$ cat src/rtl/decode_stage.sv
// MIPS instruction-decode stage: register file, immediate extension, destination select,
// load-use stall and a registered ID/EX output. Define WB_BYPASS_EN for same-cycle WB forwarding.
module decode_stage #(
  parameter int unsigned DATA_WIDTH = 32,
  parameter int unsigned REG_COUNT  = 32,
  parameter int unsigned REG_ADDR_W = 5
) (
  input  logic                  clk_i,
  input  logic                  rst_ni,
  input  logic [31:0]           if_instr_i,
  input  logic [31:0]           if_pc_i,
  input  logic                  if_valid_i,
  output logic                  if_ready_o,
  input  logic                  flush_i,
  input  logic                  wb_en_i,
  input  logic [REG_ADDR_W-1:0] wb_addr_i,
  input  logic [DATA_WIDTH-1:0] wb_data_i,
  input  logic                  ex_ready_i,
  output logic                  out_valid_o,
  output logic [31:0]           out_pc_o,
  output logic [DATA_WIDTH-1:0] out_rs_data_o,
  output logic [DATA_WIDTH-1:0] out_rt_data_o,
  output logic [DATA_WIDTH-1:0] out_imm_o,
  output logic [REG_ADDR_W-1:0] out_rs_o,
  output logic [REG_ADDR_W-1:0] out_rt_o,
  output logic [REG_ADDR_W-1:0] out_dest_o,
  output logic [5:0]            out_opcode_o,
  output logic [5:0]            out_funct_o,
  output logic [4:0]            out_shamt_o,
  output logic                  out_is_load_o
);

  logic [5:0]            opcode, funct;
  logic [4:0]            shamt;
  logic [15:0]           imm16;
  logic [REG_ADDR_W-1:0] rs_idx, rt_idx, rd_idx, dest;
  logic [DATA_WIDTH-1:0] imm_ext, rs_data, rt_data;
  logic                  is_load, wr_en, adv, hazard, load_en, valid_d;

  logic [DATA_WIDTH-1:0] rf_q [REG_COUNT];

  logic                  valid_q, is_load_q;
  logic [31:0]           pc_q;
  logic [DATA_WIDTH-1:0] rs_data_q, rt_data_q, imm_q;
  logic [REG_ADDR_W-1:0] rs_q, rt_q, dest_q;
  logic [5:0]            opcode_q, funct_q;
  logic [4:0]            shamt_q;

  assign opcode  = if_instr_i[31:26];
  assign rs_idx  = REG_ADDR_W'(if_instr_i[25:21]);
  assign rt_idx  = REG_ADDR_W'(if_instr_i[20:16]);
  assign rd_idx  = REG_ADDR_W'(if_instr_i[15:11]);
  assign shamt   = if_instr_i[10:6];
  assign funct   = if_instr_i[5:0];
  assign imm16   = if_instr_i[15:0];
  assign is_load = (opcode[5:3] == 3'b100);

  assign wr_en = wb_en_i && (wb_addr_i != '0) && (32'(wb_addr_i) < REG_COUNT);

  always_comb begin
    case (opcode)
      6'h0C, 6'h0D, 6'h0E: imm_ext = DATA_WIDTH'(imm16);
      6'h0F:               imm_ext = DATA_WIDTH'({imm16, 16'h0000});
      default:             imm_ext = DATA_WIDTH'($signed(imm16));
    endcase
  end

  always_comb begin
    if (opcode == 6'h00) begin
      dest = rd_idx;
    end else if (opcode == 6'h03) begin
      dest = REG_ADDR_W'(5'd31);
    end else begin
      dest = rt_idx;
    end
  end

  // Entry 0 is never written, and out-of-range indices read as zero.
  always_comb begin
    rs_data = '0;
    rt_data = '0;
    if (rs_idx != '0 && 32'(rs_idx) < REG_COUNT) rs_data = rf_q[rs_idx];
    if (rt_idx != '0 && 32'(rt_idx) < REG_COUNT) rt_data = rf_q[rt_idx];
`ifdef WB_BYPASS_EN
    if (wr_en && wb_addr_i == rs_idx) rs_data = wb_data_i;
    if (wr_en && wb_addr_i == rt_idx) rt_data = wb_data_i;
`endif
  end

  always_ff @(posedge clk_i) begin
    if (!rst_ni) begin
      for (int unsigned i = 0; i < REG_COUNT; i++) rf_q[i] <= '0;
    end else if (wr_en) begin
      rf_q[wb_addr_i] <= wb_data_i;
    end
  end

  assign adv    = !valid_q || ex_ready_i;
  assign hazard = valid_q && is_load_q && (dest_q != '0) &&
                  ((dest_q == rs_idx) || (dest_q == rt_idx));
  assign if_ready_o = rst_ni && adv && !hazard;

  // Flush beats the stall; a stall under backpressure keeps the held instruction.
  always_comb begin
    valid_d = valid_q;
    load_en = 1'b0;
    if (flush_i) begin
      valid_d = 1'b0;
    end else if (adv) begin
      if (hazard) begin
        valid_d = 1'b0;
      end else if (if_valid_i) begin
        valid_d = 1'b1;
        load_en = 1'b1;
      end else begin
        valid_d = 1'b0;
      end
    end
  end

  always_ff @(posedge clk_i) begin
    if (!rst_ni) begin
      valid_q   <= 1'b0;
      pc_q      <= '0;
      rs_data_q <= '0;
      rt_data_q <= '0;
      imm_q     <= '0;
      rs_q      <= '0;
      rt_q      <= '0;
      dest_q    <= '0;
      opcode_q  <= '0;
      funct_q   <= '0;
      shamt_q   <= '0;
      is_load_q <= 1'b0;
    end else begin
      valid_q <= valid_d;
      if (load_en) begin
        pc_q      <= if_pc_i;
        rs_data_q <= rs_data;
        rt_data_q <= rt_data;
        imm_q     <= imm_ext;
        rs_q      <= rs_idx;
        rt_q      <= rt_idx;
        dest_q    <= dest;
        opcode_q  <= opcode;
        funct_q   <= funct;
        shamt_q   <= shamt;
        is_load_q <= is_load;
      end
    end
  end

  assign out_valid_o   = valid_q;
  assign out_pc_o      = pc_q;
  assign out_rs_data_o = rs_data_q;
  assign out_rt_data_o = rt_data_q;
  assign out_imm_o     = imm_q;
  assign out_rs_o      = rs_q;
  assign out_rt_o      = rt_q;
  assign out_dest_o    = dest_q;
  assign out_opcode_o  = opcode_q;
  assign out_funct_o   = funct_q;
  assign out_shamt_o   = shamt_q;
  assign out_is_load_o = is_load_q;

endmodule

$ cat config.mk
export PLATFORM = sky130hd
export DESIGN_NAME = decode_stage
export DESIGN_NICKNAME = d
export VERILOG_FILES = /design/src/rtl/decode_stage.sv
export SDC_FILE = /design/constraint.sdc
export NUM_CORES = 2
export LEC_CHECK = 0
export BUFFER_PORTS_ARGS = -buffer_cell sky130_fd_sc_hd__buf_2
export CAP_MARGIN = 10
export CELL_PAD_IN_SITES_DETAIL_PLACEMENT = 1
export CELL_PAD_IN_SITES_GLOBAL_PLACEMENT = 1
export CORE_MARGIN = 5
export CORE_UTILIZATION = 35
export CTS_BUF_LIST = sky130_fd_sc_hd__clkbuf_2 sky130_fd_sc_hd__clkbuf_4 sky130_fd_sc_hd__clkbuf_8
export DETAILED_ROUTE_END_ITERATION = 7
export PLACE_DENSITY = 0.66
export SETUP_SLACK_MARGIN = 0.3
export SLEW_MARGIN = 10
export SYNTH_ARGS = -nofsm -noshare
export SYNTH_HDL_FRONTEND = slang
export SYNTH_SLANG_ARGS = --single-unit
$ cat constraint.sdc
create_clock -name clk_i -period 4.4 [get_ports clk_i]
set_input_delay 0.44 -clock clk_i [delete_from_list [all_inputs] [get_ports clk_i]]
set_output_delay 0.44 -clock clk_i [all_outputs]
set_load 0.05 [all_outputs]
==> run_results.csv <==
group,metric,value,unit
status,status,"completed",
placement,gp_congestion,0.842,
timing,period_needed,3.79,ns
power,irDropWorstVdd,0.000320,V
global_routing,antenna_found_initial,20,
floorplan,dieArea,180000,µm²
timing,drv_slew,0,
synthesis,synth_flop_cell,"edfxtp_1",
timing,post-route-period-util,86.0,%
clocking,cts_tree,"yes",
routing,drt-initial-drc-count,4241,
placement,dpl_worst_slack,0.998,ns
clocking,path_clk_slew,0.06,ns
synthesis,synth.largest_area_cell,"edfxtp_1",
routing,avgViaCountPerCell,5.81,
clocking,clk_latency,0.95,ns
floorplan,io_pins,270,
worst_setup_path,critical_path_class,"primary input to output pin",
final_layout,multiInputGateArea,25200,µm²
timing,rsz0062_at_grt,"false",
floorplan,row_count,152,
placement,dp.cells,6441,
worst_setup_path,rr_worst_depth,8,
routing,drcViolationCount,0,
global_routing,grt_overflow,0,
synthesis,synth_area_leaders,"edfxtp_1, mux4_2, and2_1",
worst_setup_path,cp-start-kind,"primary input",
worst_setup_path,critPathCaptureType,"output pin",
routing,vias,39963,
clocking,htreeDepth,4,
timing,final.setup_skew,0.0409,ns
synthesis,ys_ff_latch,1186,
timing,fin_tns_setup,0,ns
floorplan,core_area,171000,µm²
synthesis,netlist_instances,4113,
floorplan,die_x,425,µm
routing,wl_per_cell,32.0,µm
timing,fmax,264,MHz
worst_setup_path,critPathLaunch,"if_instr_i[21]",
floorplan,start_util,35.1,%
power,cellPowerDensity,384,nW/µm²
final_layout,seq_area,34000,µm²
clocking,cts_setup_buffers,0,
hold_path,hp-class,"primary input to register",
routing,antenna_left,0,
global_routing,grt_pass1_vias,42085,
synthesis,syn_area,60200,µm²
synthesis,synth_top_area_share,51.1,%
synthesis,ys_seq_area_share,56.5,%
global_routing,grt_usage,23.9,%
synthesis,ys_async_sr_fraction,0,%
power,p_leak,24.3,nW
final_layout,drive_above_1_share,31.2,%
floorplan,die_h,425,µm
final_layout,area_growth_syn_to_layout,15.8,%
clocking,cts_sinks,1186,
routing,firstDrtPassIters,5,
timing,fin_hold_ws,0.0950,ns
run,drv_cap,0,
placement,io_buffers,269,
final_layout,stdcell_count,6876,
timing,setup_slack,0.615,ns
final_layout,fillers,17299,
synthesis,ys_types,38,
routing,wl,220,mm
power,fin_total_pwr,26.8,mW
global_routing,grt_max_degree,114,
worst_setup_path,critPathMaxFanout,35,
worst_setup_path,rrSetupSlack,1.28,ns
final_layout,nets,4500,
timing,maxSlewHeadroom,15.1,%
global_routing,grt_pass1_wl,311,mm
clocking,cts-root-buf,"clkbuf_8",
worst_setup_path,arrival,3.35,ns
timing,finalHoldViolations,0,
worst_setup_path,r2r_start,"out_dest_o[4]",
worst_setup_path,r2r-end,"out_valid_o",
worst_setup_path,crit_end,"if_ready_o",
clocking,cts_inserted_buffers,199,
clocking,cts.path.max_buffers,3,
timing,setup_violations,0,
synthesis,syn_avg_cell_area,14.6,µm²
worst_setup_path,cp.required,3.96,ns
timing,worstMarginPinSlew,1.27,ns
synthesis,yosys_warnings,0,
placement,dp_hpwl,136,mm
synthesis,synth_edf_count,1024,
kinds of logic after synthesis:
group                  after synthesis  synth area share (%)
buffers and inverters              438                  2.94
flip-flops                        1186                  56.5
XOR/XNOR                            10                 0.145
AO/OA/AOI/OAI                      501                  5.26
multiplexers                       710                  23.0
AND/OR/NAND/NOR                   1267                  12.2
other                                1               0.00623
per-layer routing:
metal | vias up | track usage, % | part of all wire [%]
met5 | - | 0 | 0.012
met4 | 4 | 12.1 | 5.6
met3 | 449 | 4.06 | 7.6
met2 | 1992 | 39.4 | 48
met1 | 21221 | 30.6 | 39
li1 | 16297 | - | -
worst max-delay path, cell delays in order:
cell and delay (ns):
dlygate4sd3_1 0.60, buf_8 0.48, xnor2_1 0.19, nand3_1 0.10, o22ai_1 0.34, and2_1 0.76
nor2_1 0.15, buf_2 0.26
final cells by class:
class                   instances  share of cell area [%]
diodes                          8                  0.0287
clock buffers                 303                    5.21
clock inverters                63                   0.468
inverters                       1                  0.0126
multi-input cells            2520                    36.1
flip-flops and latches       1186                    48.7
well taps                    2310                    4.14
repair buffers                485                    5.28
cell usage after synthesis, drive strengths merged, types with 2 or more instances:
library cell and count:
mux4 534, or3 2, a221oi 53, nor2 167, nand3 21, nor3 4, nand4b 2, mux2i 112
o211ai 53, buf 104, dfxtp 162, a22o 64, xnor2 10, nand2 64, o21ai 212, nand2b 2
and2 995, nand3b 3, nor2b 4, a211oi 19, o221ai 5, mux2 64, clkbuf 333, edfxtp 1024
a21oi 92
flip-flops by register name (all words and copies together) (netlist names), 5 cells and up:
signal / cells
out_rt_o: 5
out_funct_o: 6
out_shamt_o: 5
out_rs_o: 5
out_imm_o: 32
out_rt_data_o: 32
out_dest_o: 5
out_rs_data_o: 32
out_pc_o: 32
rf_q: 1024
out_opcode_o: 6
through the flow:
step	instance area (µm²)	util [%]
finish	69800	40.7
floorplan	60300	-
global route	69700	40.7
global placement	65200	38.0
CTS	69700	40.7
detailed placement	65200	38.0
timing repair:
action                                 in CTS  in global routing
hold buffers                               61                  0
endpoints found under the hold margin      93                  0
gates resized for setup                     0                  0
setup endpoints to repair                   0                  0
power by group:
part / internal [mW] / total (mW) / switching (mW) / leakage, nW
clock: 5.30 / 10.0 / 4.71 / 2.11
sequential: 12.8 / 13.2 / 0.366 / 11.1
combinational: 1.40 / 3.56 / 2.16 / 11.1
worst min-delay path by stage:
| stage | start | to | slack (ns) | cells after the start |
|---|---|---|---|---|
| global route | if_instr_i[19] | out_rt_o[3] | 0.09 | 3 |
| CTS | if_instr_i[19] | out_rt_o[3] | 0.02 | 3 |
| detailed placement | out_rs_data_o[25] | out_rs_data_o[25] | 0.46 | 1 |
| finish | if_instr_i[17] | out_dest_o[1] | 0.1 | 3 |
| floorplan | flush_i | out_valid_o | 0.51 | 1 |
| global placement | out_imm_o[14] | out_imm_o[14] | 0.46 | 2 |
placed cells by master (no fill, tap or decap), types with 61 or more instances in the layout:
master | netlist | layout
mux2_2 | 64 | 64
buf_4 | 1 | 119
nor2_1 | 167 | 133
a21oi_1 | 91 | 91
nand2_1 | 64 | 64
mux2i_1 | 112 | 112
o21ai_0 | 212 | 181
and2_1 | 995 | 995
dlygate4sd3_1 | 0 | 61
edfxtp_1 | 1024 | 1024
buf_2 | 78 | 258
mux4_2 | 534 | 534
clkbuf_8 | 0 | 217
clkbuf_4 | 0 | 86
dfxtp_1 | 162 | 162
a22o_1 | 64 | 64
(Power assumes the default switching activity.)
